$ cat config.mk
export PLATFORM = sky130hd
export DESIGN_NAME = issue2_dispatch_alloc_flat
export DESIGN_NICKNAME = d
export VERILOG_FILES = /design/src/rtl/issue2_dispatch_alloc_if.sv /design/src/rtl/issue2_dispatch_alloc.sv /design/src/flat_wrapper.sv
export SDC_FILE = /design/constraint.sdc
export NUM_CORES = 1
export LEC_CHECK = 0
export ABC_CLOCK_PERIOD_IN_PS = 6800
export CAP_MARGIN = 20
export CORE_UTILIZATION = 45
export DETAILED_ROUTE_END_ITERATION = 10
export PLACE_DENSITY = 0.72
export SLEW_MARGIN = 5
export SYNTH_ARGS = -nofsm -noshare
export SYNTH_HDL_FRONTEND = slang
export SYNTH_SLANG_ARGS = --single-unit
$ cat constraint.sdc
create_clock -name clk -period 6.8 [get_ports clk]
set_input_delay 0.68 -clock clk [delete_from_list [all_inputs] [get_ports clk]]
set_output_delay 0.68 -clock clk [all_outputs]
set_load 0.05 [all_outputs]
$ cat src/rtl/issue2_dispatch_alloc_if.sv
// Handshake bundle for issue2_dispatch_alloc. The stat_* members and STAT_W exist only
// when ISSUE2_ALLOC_STATS_EN is defined.
interface issue2_dispatch_alloc_if
`ifdef ISSUE2_ALLOC_STATS_EN
  #(parameter int STAT_W = 32)
`endif
  ;
  logic [1:0]   push_valid;
  logic [127:0] push_entry;
  logic [1:0]   push_ready;
  logic         pi_valid;
  logic [63:0]  pi_entry;
  logic         pi_ready;
  logic         i2_valid;
  logic [63:0]  i2_entry;
  logic         i2_ready;
  logic         wb_valid;
  logic [5:0]   wb_addr;
  logic         flush;
  logic [63:0]  sb_pending;
`ifdef ISSUE2_ALLOC_STATS_EN
  logic [STAT_W-1:0] stat_dual;
  logic [STAT_W-1:0] stat_single;
  logic [STAT_W-1:0] stat_stall;
`endif

  modport master (
    output push_valid, push_entry, pi_ready, i2_ready, wb_valid, wb_addr, flush,
    input  push_ready, pi_valid, pi_entry, i2_valid, i2_entry, sb_pending
`ifdef ISSUE2_ALLOC_STATS_EN
    , input stat_dual, stat_single, stat_stall
`endif
  );

  modport slave (
    input  push_valid, push_entry, pi_ready, i2_ready, wb_valid, wb_addr, flush,
    output push_ready, pi_valid, pi_entry, i2_valid, i2_entry, sb_pending
`ifdef ISSUE2_ALLOC_STATS_EN
    , output stat_dual, stat_single, stat_stall
`endif
  );
endinterface

$ cat src/rtl/issue2_dispatch_alloc.sv
// Dual-issue dispatch allocator: 4-entry FIFO feeding pi (head) and i2 (head+1) lanes with a
// load scoreboard. Optional ISSUE2_ALLOC_STATS_EN adds saturating dual/single/stall counters.
module issue2_dispatch_alloc #(
  parameter int FPU = 0
`ifdef ISSUE2_ALLOC_STATS_EN
  , parameter int STAT_W = 32
`endif
) (
  input  logic                 clk,
  input  logic                 rst,
  issue2_dispatch_alloc_if.slave bus
);

  logic [63:0] fifo_mem [4];
  logic [1:0]  head;
  logic [2:0]  count;
  logic [63:0] sb;
  logic [63:0] sb_next;

  logic [63:0] head_e;
  logic [63:0] head1_e;
  logic [1:0]  tail;
  logic        pi_fire;
  logic        i2_fire;
  logic        push0;
  logic        push1;
  logic [1:0]  n_pop;
  logic [1:0]  n_push;
  logic [5:0]  i2_wd;
  logic [5:0]  i2_rd;

  // Without an FPU the upper register bank does not exist, so bit5 aliases to the integer file.
  function automatic logic [5:0] eaddr(input logic [5:0] a);
    return (FPU != 0) ? a : {1'b0, a[4:0]};
  endfunction

  function automatic logic hazard(input logic [63:0] e, input logic [63:0] s);
    logic [5:0] ra;
    logic [5:0] rb;
    logic [5:0] rc;
    logic [5:0] wa;
    ra = eaddr(e[37:32]);
    rb = eaddr(e[43:38]);
    rc = eaddr(e[49:44]);
    wa = eaddr(e[55:50]);
    return (e[56] && ra != 6'd0 && s[ra]) ||
           (e[57] && rb != 6'd0 && s[rb]) ||
           (e[58] && rc != 6'd0 && s[rc]) ||
           (e[59] && s[wa]) ||
           (e[61] && s[ra]);
  endfunction

  // True when entry e reads or writes register d.
  function automatic logic touches(input logic [63:0] e, input logic [5:0] d);
    return (e[56] && eaddr(e[37:32]) == d) ||
           (e[57] && eaddr(e[43:38]) == d) ||
           (e[58] && eaddr(e[49:44]) == d) ||
           ((e[59] || e[60]) && eaddr(e[55:50]) == d) ||
           (e[61] && eaddr(e[37:32]) == d);
  endfunction

  function automatic logic intra_dep(input logic [63:0] h0, input logic [63:0] h1);
    logic [5:0] d0;
    logic [5:0] d1;
    d0 = eaddr(h0[55:50]);
    d1 = eaddr(h0[37:32]);
    return ((h0[59] || h0[60]) && d0 != 6'd0 && touches(h1, d0)) ||
           (h0[61] && d1 != 6'd0 && touches(h1, d1));
  endfunction

  assign head_e  = fifo_mem[head];
  assign head1_e = fifo_mem[head + 2'd1];
  assign tail    = head + count[1:0];

  assign bus.push_ready = (rst || bus.flush) ? 2'b00 : {count <= 3'd2, count <= 3'd3};
  assign bus.pi_valid   = (count != 3'd0) && !hazard(head_e, sb) && !bus.flush;
  // Combinational on pi_ready so i2 can never overtake the head.
  assign bus.i2_valid   = bus.pi_valid && bus.pi_ready && (count >= 3'd2) &&
                          head_e[62] && head1_e[63] && !hazard(head1_e, sb) &&
                          !intra_dep(head_e, head1_e);
  assign bus.pi_entry   = head_e;
  assign bus.i2_entry   = head1_e;
  assign bus.sb_pending = sb;

  assign pi_fire = bus.pi_valid && bus.pi_ready;
  assign i2_fire = bus.i2_valid && bus.i2_ready;
  assign push0   = bus.push_valid[0] && bus.push_ready[0];
  assign push1   = bus.push_valid[0] && bus.push_valid[1] && bus.push_ready[1];
  assign n_pop   = {1'b0, pi_fire} + {1'b0, i2_fire};
  assign n_push  = {1'b0, push0} + {1'b0, push1};
  assign i2_wd   = eaddr(head1_e[55:50]);
  assign i2_rd   = eaddr(head1_e[37:32]);

  // Writeback clears first so a same-cycle set on the same register wins.
  always_comb begin
    sb_next = sb;
    if (bus.wb_valid) sb_next[eaddr(bus.wb_addr)] = 1'b0;
    if (i2_fire && head1_e[59]) begin
      if (i2_wd != 6'd0) sb_next[i2_wd] = 1'b1;
      if (head1_e[61] && i2_rd != 6'd0) sb_next[i2_rd] = 1'b1;
    end
    sb_next[0] = 1'b0;
  end

  always_ff @(posedge clk) begin
    if (push0) fifo_mem[tail] <= bus.push_entry[63:0];
    if (push1) fifo_mem[tail + 2'd1] <= bus.push_entry[127:64];
  end

  // Scoreboard survives flush: loads already on i2 still write back.
  always_ff @(posedge clk) begin
    if (rst) begin
      head  <= 2'd0;
      count <= 3'd0;
      sb    <= 64'd0;
    end else begin
      if (bus.flush) begin
        count <= 3'd0;
      end else begin
        head  <= head + n_pop;
        count <= count - {1'b0, n_pop} + {1'b0, n_push};
      end
      sb <= sb_next;
    end
  end

`ifdef ISSUE2_ALLOC_STATS_EN
  localparam logic [STAT_W-1:0] STAT_ONE = STAT_W'(1);
  logic [STAT_W-1:0] stat_dual;
  logic [STAT_W-1:0] stat_single;
  logic [STAT_W-1:0] stat_stall;

  always_ff @(posedge clk) begin
    if (rst) begin
      stat_dual   <= '0;
      stat_single <= '0;
      stat_stall  <= '0;
    end else begin
      if (pi_fire && i2_fire && stat_dual != '1) stat_dual <= stat_dual + STAT_ONE;
      if (pi_fire && !i2_fire && stat_single != '1) stat_single <= stat_single + STAT_ONE;
      if (count != 3'd0 && !pi_fire && stat_stall != '1) stat_stall <= stat_stall + STAT_ONE;
    end
  end

  assign bus.stat_dual   = stat_dual;
  assign bus.stat_single = stat_single;
  assign bus.stat_stall  = stat_stall;
`endif

endmodule

$ cat src/flat_wrapper.sv
// flat-port wrapper written by rule: the top's interface ports become plain ports
module issue2_dispatch_alloc_flat 
#(
  parameter int FPU = 0

)
  (clk, rst, bus_push_valid, bus_push_entry, bus_pi_ready, bus_i2_ready, bus_wb_valid, bus_wb_addr, bus_flush, bus_push_ready, bus_pi_valid, bus_pi_entry, bus_i2_valid, bus_i2_entry, bus_sb_pending);
  issue2_dispatch_alloc_if bus_i ();
  input  logic clk;
  input  logic rst;
  input wire logic [$bits(bus_i.push_valid)-1:0] bus_push_valid;
  input wire logic [$bits(bus_i.push_entry)-1:0] bus_push_entry;
  input wire logic [$bits(bus_i.pi_ready)-1:0] bus_pi_ready;
  input wire logic [$bits(bus_i.i2_ready)-1:0] bus_i2_ready;
  input wire logic [$bits(bus_i.wb_valid)-1:0] bus_wb_valid;
  input wire logic [$bits(bus_i.wb_addr)-1:0] bus_wb_addr;
  input wire logic [$bits(bus_i.flush)-1:0] bus_flush;
  output wire logic [$bits(bus_i.push_ready)-1:0] bus_push_ready;
  output wire logic [$bits(bus_i.pi_valid)-1:0] bus_pi_valid;
  output wire logic [$bits(bus_i.pi_entry)-1:0] bus_pi_entry;
  output wire logic [$bits(bus_i.i2_valid)-1:0] bus_i2_valid;
  output wire logic [$bits(bus_i.i2_entry)-1:0] bus_i2_entry;
  output wire logic [$bits(bus_i.sb_pending)-1:0] bus_sb_pending;
  assign bus_i.push_valid = bus_push_valid;
  assign bus_i.push_entry = bus_push_entry;
  assign bus_i.pi_ready = bus_pi_ready;
  assign bus_i.i2_ready = bus_i2_ready;
  assign bus_i.wb_valid = bus_wb_valid;
  assign bus_i.wb_addr = bus_wb_addr;
  assign bus_i.flush = bus_flush;
  assign bus_push_ready = bus_i.push_ready;
  assign bus_pi_valid = bus_i.pi_valid;
  assign bus_pi_entry = bus_i.pi_entry;
  assign bus_i2_valid = bus_i.i2_valid;
  assign bus_i2_entry = bus_i.i2_entry;
  assign bus_sb_pending = bus_i.sb_pending;
  issue2_dispatch_alloc #(.FPU(FPU)) u_core (.clk(clk), .rst(rst), .bus(bus_i));
endmodule
==> results.json, run 1 <==
{
  "maxSlewViolCount": 0,
  "numCtsBuffers": 35,
  "critPathCaptureType": "primary output",
  "clk_pin_slew_ns": 0.06,
  "cts-root-buf": "clkbuf_16",
  "rsz0062_at_grt": "false",
  "met3_length_um": 6361,
  "nNetsFinal": 1821,
  "met1_length_um": 24600,
  "ys_ff_latch": 294,
  "syn_area_um2": 19950,
  "syn_inst": 1456,
  "fin_crit_sh": 0.8587,
  "final_common_cell": "clkdlybuf4s50_1",
  "vdd_drop_max_mv": 0.1720,
  "synth_compound_area_frac": 0.07250,
  "syn2layout_area_growth_pct": 21.61,
  "synthDistinctLibCells": 65,
  "port_buffers": 303,
  "synth_enable_flop_cells": 256,
  "clockBufferDepth": 3,
  "slew_headroom": 0.2578,
  "synth_ff_type": "edfxtp_1",
  "path_max_fanout": 32,
  "status": "complete, no violations",
  "instances_no_fill": 2280,
  "place_inst": 2220,
  "ys_seq_area_frac": 0.4235,
  "routed_wl_um": 63070,
  "drt-pass1-iter-count": 5,
  "gp_congestion": 0.9582,
  "yosys_warnings": 0,
  "grt_pass1_vias": 14330,
  "cts_num_sinks": 294,
  "drtAntennaViolNets": 0,
  "finalHoldViolCount": 0,
  "cp.required_ns": 6.12,
  "synth-xor-area-share": 0.02020,
  "fill_cells": 3609,
  "start_util": 0.4601,
  "synthAdderAreaFrac": 0.005143,
  "htree_num_levels": 2,
  "clkLatencyLatePin_ns": 0.56,
  "synth_area_per_cell_um2": 13.70,
  "cp-start-kind": "flip-flop",
  "grt_max_degree": 65,
  "place_hpwl_um": 41770,
  "num_rows": 76,
  "leakage_nw": 8.035,
  "worst_pin_slew_ns": 1.113,
  "die_h_um": 212.6,
  "top_layer_used": "met5",
  "setup_viol": 0,
  "grt_pass1_wl_um": 93330,
  "drive_gt1_frac": 0.3172,
  "io_pins": 338,
  "finalCriticalPeriod_ns": 5.839,
  "synthArstFlopShare": 0,
  "cts_tree": "yes",
  "grt_use_total": 0.2805,
  "synth_mux_area_frac": 0.3620,
  "fp.dieArea_um2": 45180,
  "core-area_um2": 43360,
  "fin_skew_ns": 0.01616,
  "gr-total-overflow": 0,
  "cts_hold_buffers": 0,
  "fmax_mhz": 171.3,
  "mostFrequentLayoutCells": "clkdlybuf4s50_1, mux2_2, edfxtp_1",
  "remaining_drc_errors": 0,
  "timing.hold.ws_ns": 0.5993,
  "wl_per_cell_um": 27.66,
  "power_density_nw_per_um2": 186.8,
  "yosys.area_share.simple": 0.06485,
  "vias_per_cell": 6.280,
  "die_x_um": 212.6,
  "ctsResizeCount": 0,
  "crit_type": "reg2out",
  "min_path_type": "reg2reg",
  "antenna_found_initial": 9,
  "wl_met2_um": 30210,
  "first_iter_violations": 1367,
  "routed-via-count": 14320,
  "cts_setup_buffers": 0,
  "crit_arrival_ns": 5.16,
  "max_cap_viol_count": 0,
  "synth_top_family_by_area": "multiplexers"
}
[final timing paths]
kind,end,slack (ns),depth (start not counted),from
max,bus_i2_valid,0.96,11,u_core.head[1]
min,u_core.count[2],0.60,2,u_core.count[2]
max reg2reg,u_core.count[2],1.51,16,flip-flop
min reg2reg,u_core.count[2],0.60,2,u_core.count[2]
[report_power, final]
group / switching, mW / internal (mW) / total (mW)
clock network: 0.779 / 1.05 / 1.83
registers: 0.0173 / 2.00 / 2.01
logic: 0.406 / 0.282 / 0.688
[kinds of logic (layout without fill, tap and decap cells)]
family                   count (synthesis)  in the layout
AO/OA/AOI/OAI                          166            166
multiplexers                           514            514
adder cells (fa/ha/maj)                  7              7
other                                    1             35
AND/OR/NAND/NOR                        230            230
XOR/XNOR                                46             46
flip-flops                             294            294
buffers and inverters                  198            403
[through the flow]
stage,util,setup WS [ns],area (um2),setup TNS [ns],total power [mW]
finish,0.5595,0.9607,24260,0,4.532
global route,0.5594,0.7810,24260,0,4.661
CTS,0.5594,0.9118,24250,0,4.554
detailed placement,0.5342,1.490,23160,0,2.732
global placement,0.5342,1.516,23160,0,2.723
floorplan,-,-0.9593,20070,-122.77,2.501
[worst max-delay path: stages, from the launching register on]
cell             delay, ns
dfxtp_4               0.59
buf_4                 0.37
mux4_2                0.84
mux2i_1               0.20
a221oi_1              0.31
nor2_1                0.06
o21a_1                0.18
or4_1                 0.56
nand4_2               0.15
buf_4                 0.47
nor2_1                0.12
clkdlybuf4s50_1       0.73
[Yosys cell counts, types with 3 or more instances]
master / number / area (um2)
a2111oi_0: 4 / 35.03
a211o_1: 5 / 43.79
a211oi_1: 10 / 75.07
a21oi_1: 14 / 70.07
a221oi_1: 4 / 35.03
a22oi_1: 39 / 292.8
a311oi_1: 4 / 35.03
a31oi_1: 10 / 62.56
and2_1: 10 / 62.56
and3_1: 8 / 50.05
and3b_1: 3 / 26.28
buf_1: 15 / 56.30
buf_2: 33 / 165.2
buf_4: 41 / 307.8
buf_6: 12 / 135.1
clkbuf_1: 78 / 292.8
dfxtp_1: 38 / 760.7
edfxtp_1: 256 / 7687
ha_1: 5 / 62.56
inv_1: 17 / 63.81
mux2_2: 275 / 3097
mux2i_1: 100 / 1001
mux4_2: 138 / 3108
nand2_1: 44 / 165.2
nand2b_1: 6 / 37.54
nand3_1: 12 / 60.06
nand3b_1: 19 / 142.6
nand4_1: 6 / 37.54
nor2_1: 29 / 108.9
nor2b_1: 41 / 256.5
nor3_1: 25 / 125.1
nor3b_1: 8 / 60.06
nor4_1: 5 / 31.28
o211ai_1: 5 / 37.54
o21ai_0: 23 / 115.1
o311a_1: 3 / 30.03
o31ai_1: 3 / 22.52
o41ai_1: 3 / 26.28
o41ai_2: 28 / 455.4
xnor2_1: 25 / 219.0
xor2_1: 21 / 183.9
[layout make-up]
cell class	count	area (um2)	share of cell area
Antenna cell	2	5.005	0.0002063
Clock buffer	41	918.4	0.03786
Clock inverter	17	173.9	0.007169
Inverter	17	63.81	0.002630
Multi-Input combinational cell	996	10660	0.4393
Sequential cell	294	8463	0.3489
Tap cell	585	732.0	0.03017
Timing Repair Buffer	328	3246	0.1338
[per-layer routing]
layer  vias to the layer above  GRT usage
li1                       6186          -
met1                      7292     0.3565
met2                       697     0.4580
met3                       130    0.08582
met4                        14    0.08608
met5                         -          0
[sequential cells by signal, summed over array words and instances (netlist names), named ones only]
name,cells
u_core.count,3
u_core.fifo_mem,256
u_core.bus.sb_pending,31
u_core.head,2
Note: power is estimated with default switching activity, not from simulation.
==> run 2, diff against run 1 <==
Settings changed: CTS_BUF_LIST from default to sky130_fd_sc_hd__clkbuf_8 sky130_fd_sc_hd__clkbuf_16.
==> run 2 against run 1 <==
Critical path depth did not move. Clock skew rose by 0.0014 ns. Fmax barely moved. Count of clock-buffer cells in the layout fell by 4. Total power fell by 0.16%. Setup slack improved by 0.0018 ns. Sequential share of layout area did not move. Sequential cell count did not move. Core utilization did not move. Die area did not move. Non-clock buffer count did not move. Sequential power barely moved. Critical path type unchanged. Critical endpoint unchanged. Highest routed layer unchanged.
==> results.json, run 2 (synthesized netlist as in run 1, its figures left out) <==
{
  "status": "complete, no violations",
  "nNetsFinal": 1821,
  "internal_power_mw": 3.324,
  "use_met1": 0.3565,
  "cp-start-kind": "flip-flop",
  "critPathCaptureType": "primary output",
  "htree_num_levels": 2,
  "critPathMaxStageDelay_ns": 0.83,
  "grt_pass1_vias": 14330,
  "routed-via-count": 14300,
  "regMostFlops": "u_core.fifo_mem",
  "grt_use_total": 0.2805,
  "crit_type": "reg2out",
  "timing.hold.ws_ns": 0.5993,
  "num_rows": 76,
  "fin_util": 0.5595,
  "port_buffers": 303,
  "setup_viol": 0,
  "grt_pass1_wl_um": 93340,
  "power_density_nw_per_um2": 186.5,
  "cp_cell_sequence": "buf_4, mux4_2, mux2i_1, a221oi_1, nor2_1, o21a_1, or4_1, nand4_2, buf_4, nor2_1, clkdlybuf4s50_1",
  "routed_wl_um": 63160,
  "start_util": 0.4601,
  "vdd_drop_max_mv": 0.1710,
  "fill_cells": 3609,
  "place_hpwl_um": 41770,
  "gp_congestion": 0.9582,
  "vias_per_cell": 6.271,
  "die_x_um": 212.6,
  "grt_max_degree": 65,
  "first_iter_violations": 1363,
  "place_area_um2": 23160,
  "rsz0062_at_grt": "false",
  "numCtsBuffers": 35,
  "cts-root-buf": "clkbuf_16",
  "clockBufferDepth": 3,
  "mostFrequentLayoutCells": "clkdlybuf4s50_1, mux2_2, edfxtp_1",
  "wl_per_cell_um": 27.70,
  "io_pins": 338,
  "cp.required_ns": 6.12,
  "seq_power_share": 0.445,
  "multiInputGateArea_um2": 10660,
  "clk_pin_slew_ns": 0.06,
  "cp_slowest_cell": "mux4_2",
  "drt-pass1-iter-count": 5,
  "max_cap_viol_count": 0,
  "worst_pin_slew_ns": 1.111,
  "die_h_um": 212.6,
  "gr-total-overflow": 0,
  "min_path_type": "reg2reg",
  "cts_hold_buffers": 0,
  "finalHoldViolCount": 0,
  "timing.critical_path.from": "u_core.head[1]",
  "power.switching_mw": 1.201,
  "path_max_fanout": 32,
  "grtUsageMet3": 0.08582,
  "antenna_found_initial": 9,
  "largest_reg_flops": 256,
  "leakage_nw": 8.051,
  "power_frac_comb": 0.152,
  "slew_headroom": 0.2596,
  "ctsResizeCount": 0,
  "final_common_cell": "clkdlybuf4s50_1",
  "drive_gt1_frac": 0.3172,
  "fmax_mhz": 171.3,
  "crit_buf_inv": 3,
  "power_frac_clock": 0.403,
  "syn2layout_area_growth_pct": 21.61,
  "maxSlewViolCount": 0,
  "regArea_um2": 8463,
  "remaining_drc_errors": 0,
  "crit_arrival_ns": 5.16,
  "cpLargestDelayFamily": "buffers and inverters",
  "core-area_um2": 43360,
  "cts_num_sinks": 294,
  "cts_setup_buffers": 0,
  "clkLatencyLatePin_ns": 0.56,
  "drtAntennaViolNets": 0,
  "switching_share": 0.2655,
  "fp.dieArea_um2": 45180,
  "busiest_layer": "met2",
  "finalCriticalPeriod_ns": 5.838,
  "design_area_um2": 24260,
  "cts_tree": "yes",
  "fin_crit_sh": 0.8585,
  "use_met2": 0.4580,
  "hp-start": "u_core.count[2]",
  "fin_skew_ns": 0.01760
}
## run 2: changes by cell type in the layout (fill, tap and decap cells not counted)
cell | previous run | this run
clkbuf_1 | 4 | 0
inv_1 | 17 | 21
## run 2: path summary, 6_finish.rpt
| kind | to | slack [ns] | depth (start not counted) |
|---|---|---|---|
| setup reg to reg | u_core.count[2] | 1.53 | 16 |
| hold reg to reg | u_core.count[2] | 0.60 | 2 |
| hold / removal | u_core.count[2] | 0.60 | 2 |
| setup / recovery | bus_i2_valid | 0.96 | 11 |
## run 2: layout make-up
| class | instances | area share |
|---|---|---|
| inverter | 17 | 0.002630 |
| antenna | 2 | 0.0002063 |
| tap | 585 | 0.03017 |
| multi-input combinational | 996 | 0.4393 |
| clock inverter | 21 | 0.007788 |
| timing repair buffer | 328 | 0.1338 |
| clock buffer | 37 | 0.03724 |
| sequential | 294 | 0.3489 |
## run 2: layer usage
metal / vias up / part of all wire
li1: 6177 / -
met5: - / 0.0015
met1: 7244 / 0.38
met3: 129 / 0.11
met4: 14 / 0.028
met2: 733 / 0.48
## run 2: through the flow
stage / TNS [ns] / cells / setup WS (ns) / power, mW
after floorplan: -122.77 / 1488 / -0.9593 / 2.501
after global placement: 0 / 2220 / 1.516 / 2.723
after detailed placement: 0 / 2220 / 1.490 / 2.732
after CTS: 0 / 2278 / 0.9118 / 4.549
after global routing: 0 / 2279 / 0.7810 / 4.655
final: 0 / 2280 / 0.9625 / 4.525
## run 2: worst register-to-register path, stage by stage (launching register included)
cell and delay, ns:
dfxtp_4 0.63, mux4_2 0.86, and2_1 0.30, a211oi_1 0.19, a2111oi_0 0.10, o311a_1 0.42, nor4b_2 0.46, nand4_2 0.21
nor3_1 0.30, ha_1 0.31, ha_1 0.31, fa_1 0.17, inv_1 0.06, fa_1 0.43, xnor2_1 0.19, xnor2_1 0.14
nor3_1 0.06
## run 2: power groups by stage
stage                     sequential [mW]  clock, mW  combinational, mW
after floorplan                      2.05          0              0.452
after global placement               2.05          0              0.673
after detailed placement             2.05          0              0.680
after CTS                            2.01       1.85              0.685
after global routing                 2.02       1.91              0.723
final                                2.01       1.82              0.688
